<file path="src/rtl/pool_rr_arbiter.sv">
// pool_rr_arbiter
//   Round-robin burst arbiter that shares one pooling accumulator between
//   NUM_CH channel streams. A channel holds the grant for exactly BURST_LEN
//   accepted beats. After that, one IDLE cycle picks the next requester,
//   searching from the channel after the last grant.
//
// Ports
//   clk, rst       clock, asynchronous active-high reset
//   arb_valid_in   per-channel valid
//   arb_data_in    per-channel data, channel k at [k*DATA_WIDTH +: DATA_WIDTH]
//   arb_ready_in   per-channel ready (only the granted channel, in BURST)
//   arb_valid_out  registered output valid
//   arb_data_out   registered data of the granted channel
//   arb_ch_out     channel id of arb_data_out
//   arb_last_out   high on the final beat of a burst
//   arb_ready_out  downstream ready
module pool_rr_arbiter #(
  parameter  int NUM_CH     = 4,
  parameter  int DATA_WIDTH = 12,
  parameter  int BURST_LEN  = 10,
  localparam int CH_WIDTH   = $clog2(NUM_CH),
  localparam int CNT_WIDTH  = $clog2(BURST_LEN + 1)
) (
  input  logic                         clk,
  input  logic                         rst,
  input  logic [NUM_CH-1:0]            arb_valid_in,
  input  logic [NUM_CH*DATA_WIDTH-1:0] arb_data_in,
  output logic [NUM_CH-1:0]            arb_ready_in,
  output logic                         arb_valid_out,
  output logic [DATA_WIDTH-1:0]        arb_data_out,
  output logic [CH_WIDTH-1:0]          arb_ch_out,
  output logic                         arb_last_out,
  input  logic                         arb_ready_out
);

  typedef enum logic {IDLE, BURST} state_t;

  state_t                state;
  logic [CH_WIDTH-1:0]   rr_ptr;
  logic [CH_WIDTH-1:0]   grant;
  logic [CH_WIDTH-1:0]   next_grant;
  logic [CNT_WIDTH-1:0]  beat_cnt;
  logic                  en;
  logic                  accept;
  logic                  last_beat;
  logic                  found;
  logic [CH_WIDTH:0]     idx;
  logic [DATA_WIDTH-1:0] slice [NUM_CH];

  always_comb begin
    for (int unsigned k = 0; k < NUM_CH; k++) begin
      slice[k] = arb_data_in[k*DATA_WIDTH +: DATA_WIDTH];
    end
  end

  // The output register can take a new beat when empty or being drained.
  assign en        = arb_ready_out | ~arb_valid_out;
  assign accept    = (state == BURST) && arb_valid_in[grant] && en;
  assign last_beat = (beat_cnt == CNT_WIDTH'(BURST_LEN - 1));

  always_comb begin
    arb_ready_in = '0;
    if (state == BURST) arb_ready_in[grant] = en;
  end

  // First requester at or after rr_ptr. The index carries one extra bit
  // so that the modulo wrap also works for non-power-of-2 NUM_CH.
  always_comb begin
    found      = 1'b0;
    next_grant = '0;
    idx        = '0;
    for (int unsigned i = 0; i < NUM_CH; i++) begin
      idx = {1'b0, rr_ptr} + (CH_WIDTH+1)'(i);
      if (idx >= (CH_WIDTH+1)'(NUM_CH)) idx = idx - (CH_WIDTH+1)'(NUM_CH);
      if (!found && arb_valid_in[idx[CH_WIDTH-1:0]]) begin
        found      = 1'b1;
        next_grant = idx[CH_WIDTH-1:0];
      end
    end
  end

  always_ff @(posedge clk or posedge rst) begin
    if (rst) begin
      state         <= IDLE;
      rr_ptr        <= '0;
      grant         <= '0;
      beat_cnt      <= '0;
      arb_valid_out <= 1'b0;
      arb_data_out  <= '0;
      arb_ch_out    <= '0;
      arb_last_out  <= 1'b0;
    end else begin
      if (en) begin
        arb_valid_out <= accept;
        if (accept) begin
          arb_data_out <= slice[grant];
          arb_ch_out   <= grant;
          arb_last_out <= last_beat;
        end
      end

      case (state)
        IDLE: begin
          if (found) begin
            grant    <= next_grant;
            beat_cnt <= '0;
            state    <= BURST;
          end
        end
        BURST: begin
          if (accept) begin
            beat_cnt <= beat_cnt + CNT_WIDTH'(1);
            if (last_beat) begin
              rr_ptr <= (grant == CH_WIDTH'(NUM_CH - 1)) ? '0 : grant + CH_WIDTH'(1);
              state  <= IDLE;
            end
          end
        end
        default: state <= IDLE;
      endcase
    end
  end

endmodule

</file>
<file path="config.mk">
export PLATFORM = sky130hd
export DESIGN_NAME = pool_rr_arbiter
export DESIGN_NICKNAME = d
export VERILOG_FILES = /design/src/rtl/pool_rr_arbiter.sv
export SDC_FILE = /design/constraint.sdc
export NUM_CORES = 1
export LEC_CHECK = 0
export ABC_AREA = 1
export CAP_MARGIN = 40
export CORE_MARGIN = 1
export CORE_UTILIZATION = 46
export CTS_CLUSTER_SIZE = 25
export DETAILED_ROUTE_END_ITERATION = 10
export HOLD_SLACK_MARGIN = 0.03
export PLACE_DENSITY = 0.88
export SETUP_SLACK_MARGIN = 0.2
export SYNTH_ARGS = -nofsm -noshare
export SYNTH_HDL_FRONTEND = slang
export SYNTH_SLANG_ARGS = --single-unit
</file>
<file path="constraint.sdc">
create_clock -name clk -period 3.1 [get_ports clk]
set_input_delay 0.62 -clock clk [delete_from_list [all_inputs] [get_ports clk]]
set_output_delay 0.62 -clock clk [all_outputs]
set_load 0.03 [all_outputs]
</file>
==> results by group, run 1 <==
Synthesis
  • Synth Cell Area: roughly 1800 um^2
  • Warnings from Yosys: 0
  • Cell count after synthesis: 267
  • Mapped Avg Cell Area: 6.61 um^2
  • #FFs+latches synth: 25
  • Synthesized Nets: roughly 330
  • Seq/Total Area, Yosys: 35.5%
  • Yosys cell types: 26

STA
  • Unrepaired setup endpoints after global routing: false
  • Slew Viols, Final: 0
  • Setup violators final: 0
  • Fmax: around 360 MHz
  • Worst-Margin Slew: roughly 0.44 ns
  • Fin. Hold Viols: 0
  • Final min period: between 2 and 3 ns
  • Final setup TNS: 0 ns
  • Crit share post-route: just under 90%
  • Layout Skew: between 0.004 and 0.005 ns
  • Final WS setup: 0.348 ns
  • Slew margin rel.: 70.6%

Die
  • Initial Util: slightly below 50%
  • Die area: about 4000 um^2
  • Core area: around 3700 um^2
  • Die span in x: about 64 um
  • Ports: between 70 and 80
  • Height of the die: ~64 um
  • Num rows: 22

Critical path
  • Crit path max-delay cell type: clkdlybuf4s50_1
  • Bufs and invs on worst path: 3
  • R2r worst-path depth: 10
  • Worst Path Arrival: ~2.1 ns
  • R2R Setup Slk: ~0.94 ns
  • Crit path cell chain: clkdlybuf4s50_1 > inv_1 > nand2_1 > nand2_1 > nor2_1 > clkdlybuf4s50_1
  • Worst setup EP type: output port
  • Delay-heaviest family, CP: buffers and inverters
  • Beginning of the worst register-to-register path: grant[0]$_DFFE_PP0P_
  • Setup crit start kind: primary input
  • Worst-path fanout max: 4
  • Number of cells on the critical path: 6
  • Crit path from: arb_ready_out
  • Critical Path Max Stage Delay: roughly 0.68 ns
  • Critical path endpoint: arb_ready_in[1]
  • Worst endpoint required time: between 2 and 2.5 ns
  • Crit Path Class: primary input to output port
  • Reg-to-Reg End: beat_cnt[0]$_DFFE_PP0P_

Finish
  • Final cell count without fillers: roughly 390
  • # nets final: 400
  • Share of cells above drive strength 1: 6.80%
  • Most frequent cells in the layout: 96 x nand2_1, 74 x clkdlybuf4s50_1, 34 x nor2_1
  • Layout area overhead: 46.4%
  • Ant. Diodes: 0
  • Commonest non-fill, non-tap cell in the layout: nand2_1
  • Final Cell Area: between 2000 and 3000 um^2

GRT
  • Vias in the first global route: roughly 1900
  • Antenna violations before repair: 0
  • Total global routing overflow: 0
  • GR Util All Layers: around a quarter
  • Largest net degree at the start of global routing: 28
  • First-pass GRT wire length: 7800 um

Clocking
  • Clock slew at the register clock pins of the worst setup and hold paths: ~0.090 ns
  • Clock Latency Late Sink: approximately 0.27 ns
  • H-tree depth: 1
  • Post_cts resized: 0
  • CTS Hold Buffers Added: 0
  • Max Root-Sink Buffers: 2
  • Setup Fix Bufs, Post-CTS: 0
  • Total CTS buffers: 3
  • Clock Sinks: 25
  • CTS root buf: clkbuf_8
  • CTS tree: built

Outcome
  • Status: finished clean

Detailed routing
  • Routed Antenna Nets: 0
  • Vias per Instance: 5.00
  • DR vias: between 1500 and 2000
  • Wire length per cell: 11.7 um
  • Drt total wl: ~4500 um
  • 1st-pass router iterations: 4
  • DR iter-0 viols: 120
  • Drt drc: 0

Placement
  • Post-DP HPWL: around 3600 um
  • Pre-CTS setup slack: ~0.33 ns
  • Placed inst area: ~2500 um^2
  • Final RePlAce weighted congestion: 0.825
  • Placed Instances: roughly 380
  • IO Port Bufs: 74

Pwr
  • Leakage: 1.27 nW
  • Power density over cell area: 937 nW/um^2
  • Peak VDD IR: around 0.45 mV

Run
  • Max_cap viols: 0

Worst hold path
  • Worst hold path type: flip-flop to flip-flop
-- registers in the layout, summed over array words and instances, names as in the netlist --
name	flops
arb_ch_out	2
arb_data_out	12
arb_last_out	1
arb_valid_out	1
beat_cnt	4
grant	2
rr_ptr	2
state	1
-- cell families (layout without fill, tap and decap cells) --
group / count (synthesis) / after routing / synth area share, %
AND/OR/NAND/NOR: 156 / 156 / 36.5
AO/OA/AOI/OAI: 43 / 43 / 14.2
buffers and inverters: 37 / 108 / 9.65
flip-flops: 25 / 25 / 35.5
adder cells (fa/ha/maj): 6 / 6 / 4.26
-- worst reg2reg max path, cell delays in order, from the launching register on --
cell and delay [ns]:
dfrtp_1 0.43, inv_2 0.13, buf_4 0.27, nand2_1 0.11
nand3_1 0.08, nand2_1 0.08, a21oi_4 0.22, nand2_2 0.30
inv_2 0.31, nand3_1 0.10, nand2_1 0.08
-- worst min path at each step --
stage                           startpoint                     endpoint  depth (start not counted)
4_1_cts        arb_data_out[9]$_DFFE_PP0P_  arb_data_out[9]$_DFFE_PP0P_                          2
2_1_floorplan      beat_cnt[1]$_DFFE_PP0P_      beat_cnt[1]$_DFFE_PP0P_                          2
3_3_place_gp   arb_data_out[4]$_DFFE_PP0P_  arb_data_out[4]$_DFFE_PP0P_                          2
6_report       arb_data_out[2]$_DFFE_PP0P_  arb_data_out[2]$_DFFE_PP0P_                          2
3_5_place_dp   arb_data_out[2]$_DFFE_PP0P_  arb_data_out[2]$_DFFE_PP0P_                          2
5_1_grt        arb_data_out[4]$_DFFE_PP0P_  arb_data_out[4]$_DFFE_PP0P_                          2
-- where the power goes --
group | leakage (nW) | total [mW] | switching (mW) | internal [mW]
logic | 0.936 | 1.62 | 1.02 | 0.604
registers | 0.312 | 0.595 | 0.113 | 0.483
clock network | 0.0217 | 0.200 | 0.108 | 0.0912
-- cells in the mapped netlist --
master | n | share of area, %
nand2_2 | 3 | 1.1
a31oi_1 | 1 | 0.35
inv_2 | 5 | 1.1
clkbuf_1 | 3 | 0.64
buf_1 | 1 | 0.21
buf_4 | 1 | 0.43
nand3_2 | 1 | 0.57
dfrtp_1 | 25 | 35
buf_2 | 4 | 1.1
or2_0 | 1 | 0.35
o22ai_1 | 12 | 4.3
ha_1 | 6 | 4.3
o21ai_2 | 2 | 0.99
a21oi_4 | 1 | 0.92
o21ai_0 | 26 | 7.4
nand4_2 | 1 | 0.71
buf_6 | 3 | 1.9
nand4_1 | 4 | 1.4
a21oi_1 | 1 | 0.28
nand3_1 | 13 | 3.7
and2_1 | 1 | 0.35
nor2_2 | 1 | 0.35
nor2_1 | 34 | 7.2
nor3_1 | 1 | 0.28
inv_1 | 20 | 4.3
nand2_1 | 96 | 20
-- routing by layer --
layer	GRT usage (%)	share of wire, %	vias up
met5	0	0	-
met4	8.81	1.1	0
met3	6.79	7.4	4
met2	44.7	51	67
met1	26.8	40	866
li1	-	-	994
-- per-stage QoR --
stage | util (%) | total power [mW] | hold WS (ns)
after detailed placement | 69.2 | 2.23 | 0.466
after global placement | 68.8 | 2.19 | 0.463
after CTS | 70.5 | 2.43 | 0.489
after global routing | 70.5 | 2.65 | 0.512
final | 70.5 | 2.42 | 0.487
after floorplan | - | 1.73 | 0.495
-- layout make-up --
type | count | area [um^2]
multi-input combinational | 205 | 968
clock buffer | 3 | 41.3
sequential | 25 | 626
fill | 308 | 1080
inverter | 25 | 93.8
tap | 48 | 60.1
clock inverter | 1 | 7.51
timing repair buffer | 79 | 786
No activity file was read; power rests on OpenSTA's default activity.
==> inputs of run 2 (changes only) <==
==> constraint.sdc (replaced) <==
create_clock -name clk -period 3.1 [get_ports clk]
set_input_delay 0.62 -clock clk [delete_from_list [all_inputs] [get_ports clk]]
set_output_delay 0.62 -clock clk [all_outputs]
set_load 0.1 [all_outputs]
==> results by group, run 2 (synthesized netlist as in run 1, its figures left out) <==
Placement
  • Final RePlAce weighted congestion: 0.831 (was 0.825)
  • IO Port Bufs: 74 (unchanged)
  • Post-DP HPWL: 3590 um (was 3570 um)

Clocking
  • Clock Latency Late Sink: 0.27 ns (about the same)
  • Setup Fix Bufs, Post-CTS: 0 (unchanged)
  • Clock slew at the register clock pins of the worst setup and hold paths: 0.08 ns (was 0.09 ns)
  • Total CTS buffers: 3 (unchanged)
  • H-tree depth: 1 (unchanged)
  • CTS root buf: clkbuf_8 (unchanged)
  • Post_cts resized: 0 (unchanged)
  • CTS tree: built (unchanged)
  • Clock Sinks: 25 (unchanged)
  • CTS Hold Buffers Added: 0 (unchanged)
  • Max Root-Sink Buffers: 2 (unchanged)

Pwr
  • Power density over cell area: 1210 nW/um^2 (was 937 nW/um^2)
  • Leakage: 1.30 nW (was 1.27 nW)
  • Sw Share: 61.9% (was 51.3%)
  • Peak VDD IR: 1.21 mV (was 0.454 mV)
  • Register share of total power: 19.3% (was 24.6%)
  • Combinational power share: 74.5% (was 67.1%)
  • Clock power share: 6.2% (was 8.3%)
  • Internal power: 1.18 mW (about the same)
  • P_sw: 1.91 mW (was 1.24 mW)

Critical path
  • Beginning of the worst register-to-register path: grant[0]$_DFFE_PP0P_ (unchanged)
  • Crit path from: arb_ready_out (unchanged)
  • Worst-path fanout max: 8 (was 4)
  • Critical path endpoint: arb_ready_in[0] (was arb_ready_in[1])
  • Reg-to-Reg End: beat_cnt[0]$_DFFE_PP0P_ (unchanged)
  • Setup crit start kind: primary input (unchanged)
  • R2R Setup Slk: 1.01 ns (was 0.94 ns)
  • Worst endpoint required time: 2.48 ns (about the same)
  • Worst Path Arrival: 1.97 ns (was 2.13 ns)
  • R2r worst-path depth: 9 (was 10)
  • Worst setup EP type: output port (unchanged)
  • Crit Path Class: primary input to output port (unchanged)

Finish
  • Largest registers: arb_data_out: 12 flops, beat_cnt: 4 flops (unchanged)
  • Most frequent cells in the layout: 96 x nand2_1, 54 x clkdlybuf4s50_1, 34 x nor2_1 (was 96 x nand2_1, 74 x clkdlybuf4s50_1, 34 x nor2_1)
  • Filler instances: 299 (was 308)
  • Layout area overhead: 45.4% (was 46.4%)
  • # nets final: 398 (was 400)
  • Commonest non-fill, non-tap cell in the layout: nand2_1 (unchanged)
  • Max FFs per register: 12 (unchanged)
  • Share of cells above drive strength 1: 12.2% (was 6.80%)
  • Most flops, register: arb_data_out (unchanged)
  • Ant. Diodes: 0 (unchanged)
  • Core Util, Final: 70.1% (was 70.5%)

Detailed routing
  • DR vias: 1940 (was 1931)
  • Wire length per cell: 12.1 um (was 11.7 um)
  • Vias per Instance: 5.05 (was 5.00)
  • Routed Antenna Nets: 0 (unchanged)
  • 1st-pass router iterations: 5 (was 4)
  • Drt total wl: 4660 um (was 4530 um)
  • DR iter-0 viols: 107 (was 120)
  • Drt drc: 0 (unchanged)
  • Top Layer Used: met4 (unchanged)
  • M1 WL: 1920 um (was 1830 um)
  • WL met3: 275 um (was 336 um)
  • Met2 wire length: 2370 um (was 2310 um)

STA
  • Fmax: 386 MHz (was 363 MHz)
  • Final setup TNS: 0 ns (unchanged)
  • Setup violators final: 0 (unchanged)
  • Slew Viols, Final: 0 (unchanged)
  • Worst-Margin Slew: 0.499 ns (was 0.440 ns)
  • Crit share post-route: 83.5% (was 88.8%)
  • Final min period: 2.59 ns (was 2.75 ns)
  • Fin. Hold Viols: 0 (unchanged)
  • Slew margin rel.: 66.7% (was 70.6%)
  • Layout Skew: 0.000974 ns (was 0.00497 ns)
  • Unrepaired setup endpoints after global routing: false (unchanged)

Die
  • Die area: 4090 um^2 (unchanged)
  • Num rows: 22 (unchanged)
  • Height of the die: 63.9 um (unchanged)
  • Initial Util: 48.2% (unchanged)
  • Die span in x: 63.9 um (unchanged)
  • Core area: 3660 um^2 (unchanged)
  • Ports: 75 (unchanged)

Worst hold path
  • Worst hold path type: flip-flop to flip-flop (unchanged)

GRT
  • First-pass GRT wire length: 7730 um (was 7800 um)
  • Largest net degree at the start of global routing: 31 (was 28)
  • Vias in the first global route: 1850 (was 1856)
  • Total global routing overflow: 0 (unchanged)
  • Antenna violations before repair: 0 (unchanged)
  • GR Util All Layers: 24.4% (was 24.5%)

Run
  • Max_cap viols: 0 (unchanged)

Outcome
  • Status: finished clean (unchanged)
[run 2: area by class of cell]
class / count / area, um^2 / area share (%)
clock buffers: 3 / 41.3 / 1.61
clock inverters: 1 / 5.00 / 0.195
inverters: 25 / 93.8 / 3.66
multi-input cells: 205 / 968 / 37.8
flip-flops and latches: 25 / 626 / 24.4
well taps: 48 / 60.1 / 2.34
repair buffers: 77 / 771 / 30.0
[run 2: stage by stage]
| stage | cells | setup WS (ns) | hold WS (ns) | area [um^2] | power (mW) |
|---|---|---|---|---|---|
| after global routing | 384 | 0.363 | 0.512 | 2560 | 3.31 |
| after detailed placement | 380 | 0.507 | 0.469 | 2520 | 2.90 |
| after CTS | 384 | 0.508 | 0.493 | 2560 | 3.09 |
| after global placement | 379 | 0.530 | 0.467 | 2500 | 2.85 |
| final | 384 | 0.511 | 0.491 | 2560 | 3.09 |
| after floorplan | 267 | -0.0353 | 0.495 | 1760 | 2.37 |
[run 2: layer usage]
metal	vias to the layer above	track usage [%]
met5	-	0
met4	0	8.24
met3	11	6.43
met2	66	43.6
met1	871	27.9
li1	992	-
[run 2: how the worst min path moves through the flow]
stage,from,end,slack [ns],depth (start not counted)
after floorplan,beat_cnt[1]$_DFFE_PP0P_,beat_cnt[1]$_DFFE_PP0P_,0.49,2
after global placement,arb_data_out[2]$_DFFE_PP0P_,arb_data_out[2]$_DFFE_PP0P_,0.47,2
after detailed placement,arb_data_out[1]$_DFFE_PP0P_,arb_data_out[1]$_DFFE_PP0P_,0.47,2
after CTS,arb_data_out[11]$_DFFE_PP0P_,arb_data_out[11]$_DFFE_PP0P_,0.49,2
after global routing,arb_data_out[6]$_DFFE_PP0P_,arb_data_out[6]$_DFFE_PP0P_,0.51,2
final,arb_data_out[11]$_DFFE_PP0P_,arb_data_out[11]$_DFFE_PP0P_,0.49,2
[run 2: power by group through the flow]
stage	registers, mW	logic (mW)	clock network (mW)
after global placement	0.593	2.26	0
final	0.596	2.31	0.192
after floorplan	1.29	1.08	0
after detailed placement	0.593	2.31	0
after CTS	0.593	2.31	0.191
after global routing	0.612	2.50	0.205
[run 2: critical path: stages]
cell             delay [ns]
clkdlybuf4s50_1        0.45
inv_1                  0.03
nand2_1                0.22
nand2_1                0.20
nor2_1                 0.23
buf_12                 0.21
